File: src/rtl/safety_island_pkg.sv
// Shared constants and types for the safety island memory arbiter.
package safety_island_pkg;

  localparam int unsigned NUM_PORTS_DEF       = 3;
  localparam int unsigned MAX_OUTSTANDING_DEF = 2;

  localparam int unsigned PORT_INSTR  = 0;
  localparam int unsigned PORT_DATA   = 1;
  localparam int unsigned PORT_SHADOW = 2;

  localparam int unsigned OBI_AW  = 32;
  localparam int unsigned OBI_DW  = 32;
  localparam int unsigned OBI_BEW = OBI_DW / 8;

  typedef struct packed {
    logic               we;
    logic [OBI_BEW-1:0] be;
    logic [OBI_AW-1:0]  addr;
    logic [OBI_DW-1:0]  wdata;
  } obi_req_t;

  // Index width that stays at least one bit for degenerate sizes.
  function automatic int unsigned idx_width(input int unsigned n);
    return (n > 1) ? $clog2(n) : 1;
  endfunction

endpackage

File: src/rtl/safety_mem_arb_idq.sv
// In-order queue of granted port indices, popped as responses return.
module safety_mem_arb_idq
  import safety_island_pkg::*;
#(
  parameter int unsigned Depth = MAX_OUTSTANDING_DEF,
  parameter int unsigned Width = 2
) (
  input  logic                       clk_i,
  input  logic                       rst_ni,
  input  logic                       push_i,
  input  logic [Width-1:0]           data_i,
  input  logic                       pop_i,
  output logic [Width-1:0]           head_o,
  output logic                       full_o,
  output logic                       empty_o,
  output logic [$clog2(Depth+1)-1:0] count_o
);

  localparam int unsigned PtrW = idx_width(Depth);
  localparam int unsigned CntW = $clog2(Depth + 1);

  logic [Width-1:0] mem_q [Depth];
  logic [PtrW-1:0]  wr_q, rd_q;
  logic [CntW-1:0]  cnt_q;
  logic             do_push, do_pop;

  assign full_o  = (32'(cnt_q) == Depth);
  assign empty_o = (cnt_q == '0);
  assign do_push = push_i & ~full_o;
  assign do_pop  = pop_i & ~empty_o;
  assign head_o  = mem_q[rd_q];
  assign count_o = cnt_q;

  function automatic logic [PtrW-1:0] wrap_inc(input logic [PtrW-1:0] p);
    return (32'(p) == Depth - 1) ? '0 : p + PtrW'(1);
  endfunction

  // Storage needs no reset: only entries between the pointers are ever read.
  always_ff @(posedge clk_i) begin
    if (do_push) mem_q[wr_q] <= data_i;
  end

  always_ff @(posedge clk_i or negedge rst_ni) begin
    if (!rst_ni) begin
      wr_q  <= '0;
      rd_q  <= '0;
      cnt_q <= '0;
    end else begin
      if (do_push) wr_q <= wrap_inc(wr_q);
      if (do_pop)  rd_q <= wrap_inc(rd_q);
      if (do_push && !do_pop)      cnt_q <= cnt_q + CntW'(1);
      else if (do_pop && !do_push) cnt_q <= cnt_q - CntW'(1);
    end
  end

endmodule

File: src/rtl/safety_mem_arbiter.sv
// OBI N:1 memory arbiter with in-order response routing and OBI request locking.
// Define SAFETY_MEM_ARB_FIXED_PRIO_EN for fixed priority instead of round-robin.
module safety_mem_arbiter
  import safety_island_pkg::*;
#(
  parameter int unsigned NumPorts       = NUM_PORTS_DEF,
  parameter int unsigned MaxOutstanding = MAX_OUTSTANDING_DEF
) (
  input  logic                             clk_i,
  input  logic                             rst_ni,
  input  logic [NumPorts-1:0]              req_i,
  output logic [NumPorts-1:0]              gnt_o,
  input  logic [NumPorts-1:0]              we_i,
  input  logic [NumPorts-1:0][OBI_BEW-1:0] be_i,
  input  logic [NumPorts-1:0][OBI_AW-1:0]  addr_i,
  input  logic [NumPorts-1:0][OBI_DW-1:0]  wdata_i,
  output logic [NumPorts-1:0]              rvalid_o,
  output logic [NumPorts-1:0][OBI_DW-1:0]  rdata_o,
  output logic [NumPorts-1:0]              err_o,
  output logic                             mem_req_o,
  input  logic                             mem_gnt_i,
  output logic                             mem_we_o,
  output logic [OBI_BEW-1:0]               mem_be_o,
  output logic [OBI_AW-1:0]                mem_addr_o,
  output logic [OBI_DW-1:0]                mem_wdata_o,
  input  logic                             mem_rvalid_i,
  input  logic [OBI_DW-1:0]                mem_rdata_i,
  input  logic                             mem_err_i,
  output logic                             spurious_o
);

  localparam int unsigned IdxW = idx_width(NumPorts);
  localparam int unsigned CntW = $clog2(MaxOutstanding + 1);

  logic [IdxW-1:0] arb_idx, winner, head_idx, lock_idx_q;
  logic            lock_q, q_full, q_empty, handshake, rsp_pop;
  logic [CntW-1:0] out_cnt;
  obi_req_t        sel;

`ifdef SAFETY_MEM_ARB_FIXED_PRIO_EN
  // Lowest requesting index wins.
  always_comb begin
    arb_idx = '0;
    for (int unsigned i = NumPorts; i > 0; i--) begin
      if (req_i[IdxW'(i - 1)]) arb_idx = IdxW'(i - 1);
    end
  end
`else
  logic [IdxW-1:0] ptr_q;
  logic            rr_found;
  int unsigned     rr_j;

  // First requester at or after the pointer, wrapping.
  always_comb begin
    arb_idx  = ptr_q;
    rr_found = 1'b0;
    rr_j     = 0;
    for (int unsigned i = 0; i < NumPorts; i++) begin
      rr_j = (32'(ptr_q) + i) % NumPorts;
      if (!rr_found && req_i[IdxW'(rr_j)]) begin
        arb_idx  = IdxW'(rr_j);
        rr_found = 1'b1;
      end
    end
  end

  always_ff @(posedge clk_i or negedge rst_ni) begin
    if (!rst_ni)        ptr_q <= '0;
    else if (handshake) ptr_q <= (32'(winner) == NumPorts - 1) ? '0 : winner + IdxW'(1);
  end
`endif

  // A stalled request keeps its port until granted.
  assign winner    = lock_q ? lock_idx_q : arb_idx;
  assign mem_req_o = rst_ni & req_i[winner] & (32'(out_cnt) < MaxOutstanding);
  assign handshake = mem_req_o & mem_gnt_i;

  always_comb begin
    gnt_o         = '0;
    gnt_o[winner] = handshake;
  end

  always_comb begin
    sel.we    = we_i[winner];
    sel.be    = be_i[winner];
    sel.addr  = addr_i[winner];
    sel.wdata = wdata_i[winner];
  end

  assign mem_we_o    = sel.we;
  assign mem_be_o    = sel.be;
  assign mem_addr_o  = sel.addr;
  assign mem_wdata_o = sel.wdata;

  always_ff @(posedge clk_i or negedge rst_ni) begin
    if (!rst_ni) begin
      lock_q     <= 1'b0;
      lock_idx_q <= '0;
    end else begin
      lock_q <= mem_req_o & ~mem_gnt_i & ~q_full;
      if (mem_req_o && !mem_gnt_i) lock_idx_q <= winner;
    end
  end

  safety_mem_arb_idq #(
    .Depth (MaxOutstanding),
    .Width (IdxW)
  ) u_idq (
    .clk_i   (clk_i),
    .rst_ni  (rst_ni),
    .push_i  (handshake),
    .data_i  (winner),
    .pop_i   (rsp_pop),
    .head_o  (head_idx),
    .full_o  (q_full),
    .empty_o (q_empty),
    .count_o (out_cnt)
  );

  // Responses route straight to the oldest outstanding requester.
  assign rsp_pop    = mem_rvalid_i & ~q_empty;
  assign spurious_o = rst_ni & mem_rvalid_i & q_empty;

  always_comb begin
    rvalid_o           = '0;
    err_o              = '0;
    rdata_o            = '0;
    rvalid_o[head_idx] = rsp_pop;
    err_o[head_idx]    = rsp_pop & mem_err_i;
    if (rsp_pop) rdata_o[head_idx] = mem_rdata_i;
  end

endmodule

File: config.mk
export PLATFORM = sky130hd
export DESIGN_NAME = safety_mem_arbiter
export DESIGN_NICKNAME = d
export VERILOG_FILES = /design/src/rtl/safety_island_pkg.sv /design/src/rtl/safety_mem_arb_idq.sv /design/src/rtl/safety_mem_arbiter.sv
export SDC_FILE = /design/constraint.sdc
export NUM_CORES = 1
export LEC_CHECK = 0
export BUFFER_PORTS_ARGS = -buffer_cell sky130_fd_sc_hd__buf_4
export CAP_MARGIN = 20
export CORE_AREA = 2 2 165 167
export CTS_CLUSTER_DIAMETER = 60
export CTS_CLUSTER_SIZE = 20
export DETAILED_ROUTE_END_ITERATION = 6
export DIE_AREA = 0 0 167 169
export MAX_ROUTING_LAYER = met4
export PLACE_DENSITY_LB_ADDON = 0.05
export SETUP_SLACK_MARGIN = 0.2
export SLEW_MARGIN = 10
export SYNTH_ARGS = -nofsm -noshare
export SYNTH_HDL_FRONTEND = slang
export SYNTH_HIERARCHICAL = 1
export SYNTH_SLANG_ARGS = --single-unit
File: constraint.sdc
create_clock -name clk_i -period 6.41 [get_ports clk_i]
set_input_delay 1.6025 -clock clk_i [delete_from_list [all_inputs] [get_ports clk_i]]
set_output_delay 1.6025 -clock clk_i [all_outputs]
set_load 0.01 [all_outputs]
==> flow_summary.toml, run 1 <==
[die]
die_y_um = 169
core-area_sq_um = 26500
die_area_sq_um = 28200
initial_core_util = 0.118
rows = 60
die_x_um = 167
io_pins = 423

[synth]
seq_area_frac_synth = 0.110
synth_top_family_by_area = "simple AND/OR/NAND/NOR gates"
synthTopCellsByArea = "mux2i_1 23%, and2_1 20%, o21ai_0 9.9%, nand2_1 8.9%, dfrtp_1 7.2%"
ys_ff_latch = 13
synthTopCellsByCount = "101 x and2_1, 74 x nand2_1, 71 x mux2i_1"
muxShareOfSynthArea = 0.238
synth_compound_area_frac = 0.185
yosys.area.top_type_share = 0.226
syn_inst = 449
synth_ff_type = "dfrtp_1"
synth.largest_area_cell = "mux2i_1"
synth_edf_count = 4
syn_area_sq_um = 3140
synthAdderAreaFrac = 0.0199
synth_xor_area_frac = 0.0140
synthArstFlopShare = 0.692
yosys.area_share.simple = 0.364
ys_warn_count = 6
yosysMostFrequentCell = "and2_1"
avgSynthCellArea_sq_um = 6.99
synth.distinct_cells = 46
syn_nets = 701

[cells_and_area]
postLayoutCellArea_sq_um = 6750
syn_to_final_growth_pct = 115
layout-drive-gt1-share = 0.529
multi_input_area_sq_um = 2590
fill_cells = 2949
fin_util = 0.255
final-seq-area_sq_um = 345
nets = 1107

[critical_path]
cp.required_ns = 4.81
cp_cell_sequence = "buf_4 > mux2_4 > a211oi_2 > o21ai_0 > a21bo_2 > and2b_2 > buf_4 > nand2_1 > o21ai_0 > buf_4"
max_stage_delay_ns = 0.48
worst_setup_path_end_kind = "primary output"
crit_family = "compound AO/OA/AOI/OAI gates"
worstPathArrival_ns = 3.85
cpMostUsedCell = "buf_4"
critPathLaunchType = "primary input"
worstSetupPathType = "primary input to primary output"
cp_num_buf_inv = 3
path_max_fanout = 19
crit_slowest_cell = "and2b_2"

[routing]
via_count = 4694
wl_um = 19800
drc_errors = 0
via_per_inst = 3.92
drt-pass1-iter-count = 4
drt-wirelength-per-cell_um = 16.6
drtIter0Drc = 103
antenna_left = 0

[clocking]
cts_setup_buffers = 0
insertion_delay_ns = 0.24
cts_max_level = 1
cts_hold_buf = 0
cts.sinks = 13
cts_resized = 0
cts.path.max_buffers = 2
path_clk_slew_ns = 0.04
root_buffer = "clkbuf_16"
cts_made_buffers = 3
cts_tree = "built"

[global_routing]
grt_overflow = 0
grt_pass1_wl_um = 29100
grt_max_degree = 73
grt_pass1_vias = 4987
grt.total_usage = 0.136
antenna_found_initial = 1

[power_and_ir_drop]
p_per_area_nw_per_um2 = 479
peakVddDrop_mv = 0.240
p_leak_nw = 3.50
p_total_mw = 3.23

[timing]
fin_crit_sh = 0.851
finalHoldViolCount = 0
setup-violations-final = 0
tightest_slew_ns = 0.739
setup_tns_ns = 0
min_period_ns = 5.45
fmax_mhz = 183
rsz0062_at_grt = "no"
layout_setup_ws_ns = 0.956
skew_ns = 0.00366
slew_headroom = 0.507
drv_slew = 0

[placed_design]
dpl_worst_slack_ns = 0.906
dpl_cell_area_sq_um = 6670
numPortBuffers = 422
hpwl_um = 16800
gp_congestion = 0.838

[outcome]
status = "completed"

[min_path]
hold_path.class = "flip-flop to flip-flop"

[job]
cap_violations = 0
[worst reg2reg max path: stages, from the launching register on]
cell and delay [ns]:
dfrtp_1 0.42, inv_1 0.12, ha_1 0.33, mux2_4 0.36, a211oi_2 0.28, o21ai_0 0.14, a21bo_2 0.25, and2b_2 0.48
a21oi_2 0.14, nor2_1 0.16, nand2_1 0.12, inv_1 0.07, ha_1 0.25, nor2_1 0.13, xor2_1 0.15
[kinds of logic (layout without fill, tap and decap cells)]
kind of cell	count (synthesis)	in the layout
buffers and inverters	40	445
DFF	13	13
AOI/OAI and AO/OA	98	98
other	0	1
adders and majority gates	5	5
and+or+nand+nor	214	214
muxes	74	74
xor gates and xnor gates	5	5
[state kept, by name (all words and copies together) (netlist names)]
register,count
u_idq/mem_q,4
lock_idx_q,2
ptr_q,2
u_idq/count_o,2
lock_q,1
u_idq/rd_q,1
u_idq/wr_q,1
[routing by layer]
| metal | global-route usage | part of all wire |
|---|---|---|
| met4 | 0.0161 | 0.0092 |
| met2 | 0.275 | 0.58 |
| met3 | 0.0393 | 0.089 |
| met1 | 0.128 | 0.32 |
| met5 | - | 0 |
[final timing paths]
| path | startpoint | endpoint | slack, ns | cells after the start |
|---|---|---|---|---|
| worst max-delay path | req_i[0] | mem_wdata_o[15] | 0.96 | 10 |
| worst min-delay path | u_idq/wr_q$_DFFE_PN0P_ | u_idq/wr_q$_DFFE_PN0P_ | 0.49 | 1 |
| worst max register to register | ptr_q[1]$_DFFE_PN0P_ | u_idq/count_o[1]$_DFFE_PN0P_ | 2.94 | 14 |
| worst min register to register | u_idq/wr_q$_DFFE_PN0P_ | u_idq/wr_q$_DFFE_PN0P_ | 0.49 | 1 |
| max in group asynchronous | rst_ni | lock_idx_q[0]$_DFFE_PN0P_ | 5.06 | 1 |
| min in group asynchronous | rst_ni | u_idq/count_o[0]$_DFFE_PN0P_ | 1.19 | 1 |
[cells in the final DEF, fill, tap and decap left out, drive strengths merged, types with 6 or more instances in the layout]
cell type  instances
a21oi              6
mux2i             71
and2             101
buf              433
nor2b              6
inv                8
nand2b             6
o21ai             74
dfrtp              9
nor2               9
nand2             74
[through the flow]
stage / hold WS (ns) / instances
after floorplan: 0.461 / 449
after global placement: 0.490 / 1191
after detailed placement: 0.485 / 1191
after CTS: 0.493 / 1195
after global routing: 0.505 / 1196
final: 0.492 / 1196
[final cells by class]
| class | count | area share |
|---|---|---|
| clock buffer | 4 | 0.0117 |
| timing repair buffer | 433 | 0.485 |
| multi-input combinational | 396 | 0.384 |
| inverter | 8 | 0.00445 |
| sequential | 13 | 0.0511 |
| tap | 341 | 0.0632 |
| antenna | 1 | 0.000371 |
[power breakdown]
group          internal, mW  switching, mW
Combinational          1.42           1.54
Sequential            0.125         0.0343
Clock                0.0836         0.0316
Note: power is estimated with default switching activity, not from simulation.
==> inputs of run 2 (changes only) <==
- CORE_AREA: 2 2 165 167 -> 2 2 164 166
- DIE_AREA: 0 0 167 169 -> 0 0 166 168
- PLACE_DENSITY_LB_ADDON: 0.05 -> not set
- SYNTH_HIERARCHICAL: 1 -> not set
==> flow_summary.toml, run 2 <==
[critical_path]
crit_slowest_cell = "nor2_4"
max_stage_delay_ns = 0.55
cp_cell_sequence = "buf_4 > mux2i_1 > o221ai_2 > a2bb2oi_2 > o211a_4 > inv_4 > nor2_4 > buf_12 > o2bb2ai_1 > buf_4"
rr_startpoint = "ptr_q[0]$_DFFE_PN0P_"
crit_family = "compound AO/OA/AOI/OAI gates"
path_max_fanout = 17
rr_worst_depth = 11
critPathLaunchType = "primary input"
worst_setup_path_end_kind = "primary output"
reg2reg_slack_ns = 3.23
r2r_end = "u_idq.count_o[1]$_DFFE_PN0P_"
worstSetupPathType = "primary input to primary output"
cp.depth = 10
cpMostUsedCell = "buf_4"
cp_num_buf_inv = 4
cp.required_ns = 4.81
worstPathArrival_ns = 3.86

[timing]
finalHoldViolCount = 0
min_period_ns = 5.46
drv_slew = 0
rsz0062_at_grt = "no"
fin_crit_sh = 0.852
setup_tns_ns = 0
setup-violations-final = 0
tightest_slew_ns = 0.683
fmax_mhz = 183
slew_headroom = 0.544
skew_ns = 0.00482

[power_and_ir_drop]
peakVddDrop_mv = 0.295
p_per_area_nw_per_um2 = 516
p_leak_nw = 3.56

[synth]
syn_area_sq_um = 3400
yosysMostFrequentCell = "and2_1"
yosys.area_share.simple = 0.261
synthAdderAreaFrac = 0.0184
synth.largest_area_cell = "mux2i_1"
synth_compound_area_frac = 0.302
synthArstFlopShare = 0.692
synth_edf_count = 4
syn_nets = 654
synth_top_family_by_area = "compound AO/OA/AOI/OAI gates"
synth_xor_area_frac = 0.0103
avgSynthCellArea_sq_um = 8.45
syn_inst = 402
seq_area_frac_synth = 0.102
ys_warn_count = 0
yosys.area.top_type_share = 0.212
synthTopCellsByCount = "100 x and2_1, 72 x mux2i_1, 61 x o2bb2ai_1"
synth.distinct_cells = 61
ys_ff_latch = 13
muxShareOfSynthArea = 0.225
synth_ff_type = "dfrtp_1"
synthTopCellsByArea = "mux2i_1 21%, and2_1 18%, o2bb2ai_1 16%, dfrtp_1 6.6%, o2bb2ai_2 4.4%"

[cells_and_area]
multi_input_area_sq_um = 2790
final-seq-area_sq_um = 345
fin_cells = 1148
layout.cells.most_common_list = "429 x buf_4, 100 x and2_1, 72 x mux2i_1"
fill_cells = 2895
top_register = "u_idq.mem_q"
fin_util = 0.268
final_common_cell = "buf_4"
syn_to_final_growth_pct = 108
layout-drive-gt1-share = 0.580
largest_reg_flops = 4
nets = 1060
antenna_cells = 0

[routing]
drtIter0Drc = 102
wl_um = 17500
via_count = 4738
via_per_inst = 4.13
drt-pass1-iter-count = 4
drc_errors = 0
antenna_left = 0
drt-wirelength-per-cell_um = 15.2

[clocking]
insertion_delay_ns = 0.24
cts_max_level = 1
root_buffer = "clkbuf_16"
path_clk_slew_ns = 0.05
cts_tree = "built"
cts_resized = 0
cts.path.max_buffers = 2
cts_setup_buffers = 0
cts_hold_buf = 0
cts_made_buffers = 3
cts.sinks = 13

[min_path]
hold_path_depth = 1
hold_path.class = "flip-flop to flip-flop"
hold_start = "lock_idx_q[1]$_DFFE_PN0P_"
min_to = "lock_idx_q[1]$_DFFE_PN0P_"

[placed_design]
hpwl_um = 14900
numPortBuffers = 422
gp_congestion = 0.855
dp.cells = 1141

[die]
die_y_um = 168
rows = 60
die_area_sq_um = 27900
die_x_um = 166
io_pins = 423
initial_core_util = 0.129
core-area_sq_um = 26400

[global_routing]
grt_pass1_vias = 4642
grt_max_degree = 55
grt_pass1_wl_um = 25900
grt.total_usage = 0.118
grt_overflow = 0
antenna_found_initial = 0

[outcome]
status = "completed"

[job]
cap_violations = 0
## run 2: changes by cell type after synthesis, moves of 3 or more
cell,before,now
o21ai_0,62,2
nand4_1,0,3
nand2_1,74,11
buf_2,2,15
buf_6,3,7
o21ai_1,11,3
clkbuf_1,16,10
and3_1,4,1
o2bb2ai_2,0,10
nor2b_1,6,1
buf_4,11,4
o2bb2ai_1,1,61
## run 2: kinds of logic (layout without fill, tap and decap cells)
kind of cell,after synthesis,after routing
adder cells (fa/ha/maj),5,5
flip-flops,13,13
multiplexers,75,75
buffers and inverters,47,452
XOR/XNOR,4,4
AND/OR/NAND/NOR,146,146
AO/OA/AOI/OAI,112,112
## run 2: worst max path at each step
stage,end,slack [ns],from
2_1_floorplan,mem_wdata_o[22],1.69,req_i[1]
3_3_place_gp,mem_addr_o[27],0.90,req_i[1]
3_5_place_dp,mem_addr_o[28],0.93,req_i[1]
4_1_cts,mem_wdata_o[19],0.92,req_i[1]
5_1_grt,mem_addr_o[28],0.72,req_i[1]
6_report,mem_wdata_o[19],0.95,req_i[1]
## run 2: cell type report
type,count,area share
Clock buffer,4,0.0111
Inverter,10,0.00566
Multi-Input combinational cell,342,0.395
Sequential cell,13,0.0488
Tap cell,341,0.0603
Timing Repair Buffer,438,0.479
## run 2: per-stage QoR
stage               power, mW  hold WS (ns)  setup WS (ns)  instance area (sq um)
finish                   3.65         0.509          0.946                   7070
detailed placement       3.55         0.487          0.926                   6950
floorplan                2.13         0.460           1.69                   3400
CTS                      3.68         0.506          0.919                   7030
global placement         3.54         0.486          0.899                   6950
global route             3.91         0.521          0.725                   7070
## run 2: routing by layer
metal / wire length [um] / up-vias / global-route usage
li1: - / 2315 / -
met1: 7020 / 2174 / 0.139
met2: 9230 / 241 / 0.219
met3: 1100 / 8 / 0.0174
met4: 102 / 0 / 0.0125
met5: 0 / - / -
## run 2: power breakdown
part | internal [mW] | total (mW) | switching, mW
clock | 0.0839 | 0.118 | 0.0341
combinational | 1.65 | 3.38 | 1.73
sequential | 0.121 | 0.151 | 0.0296
total | 1.85 | 3.65 | 1.79
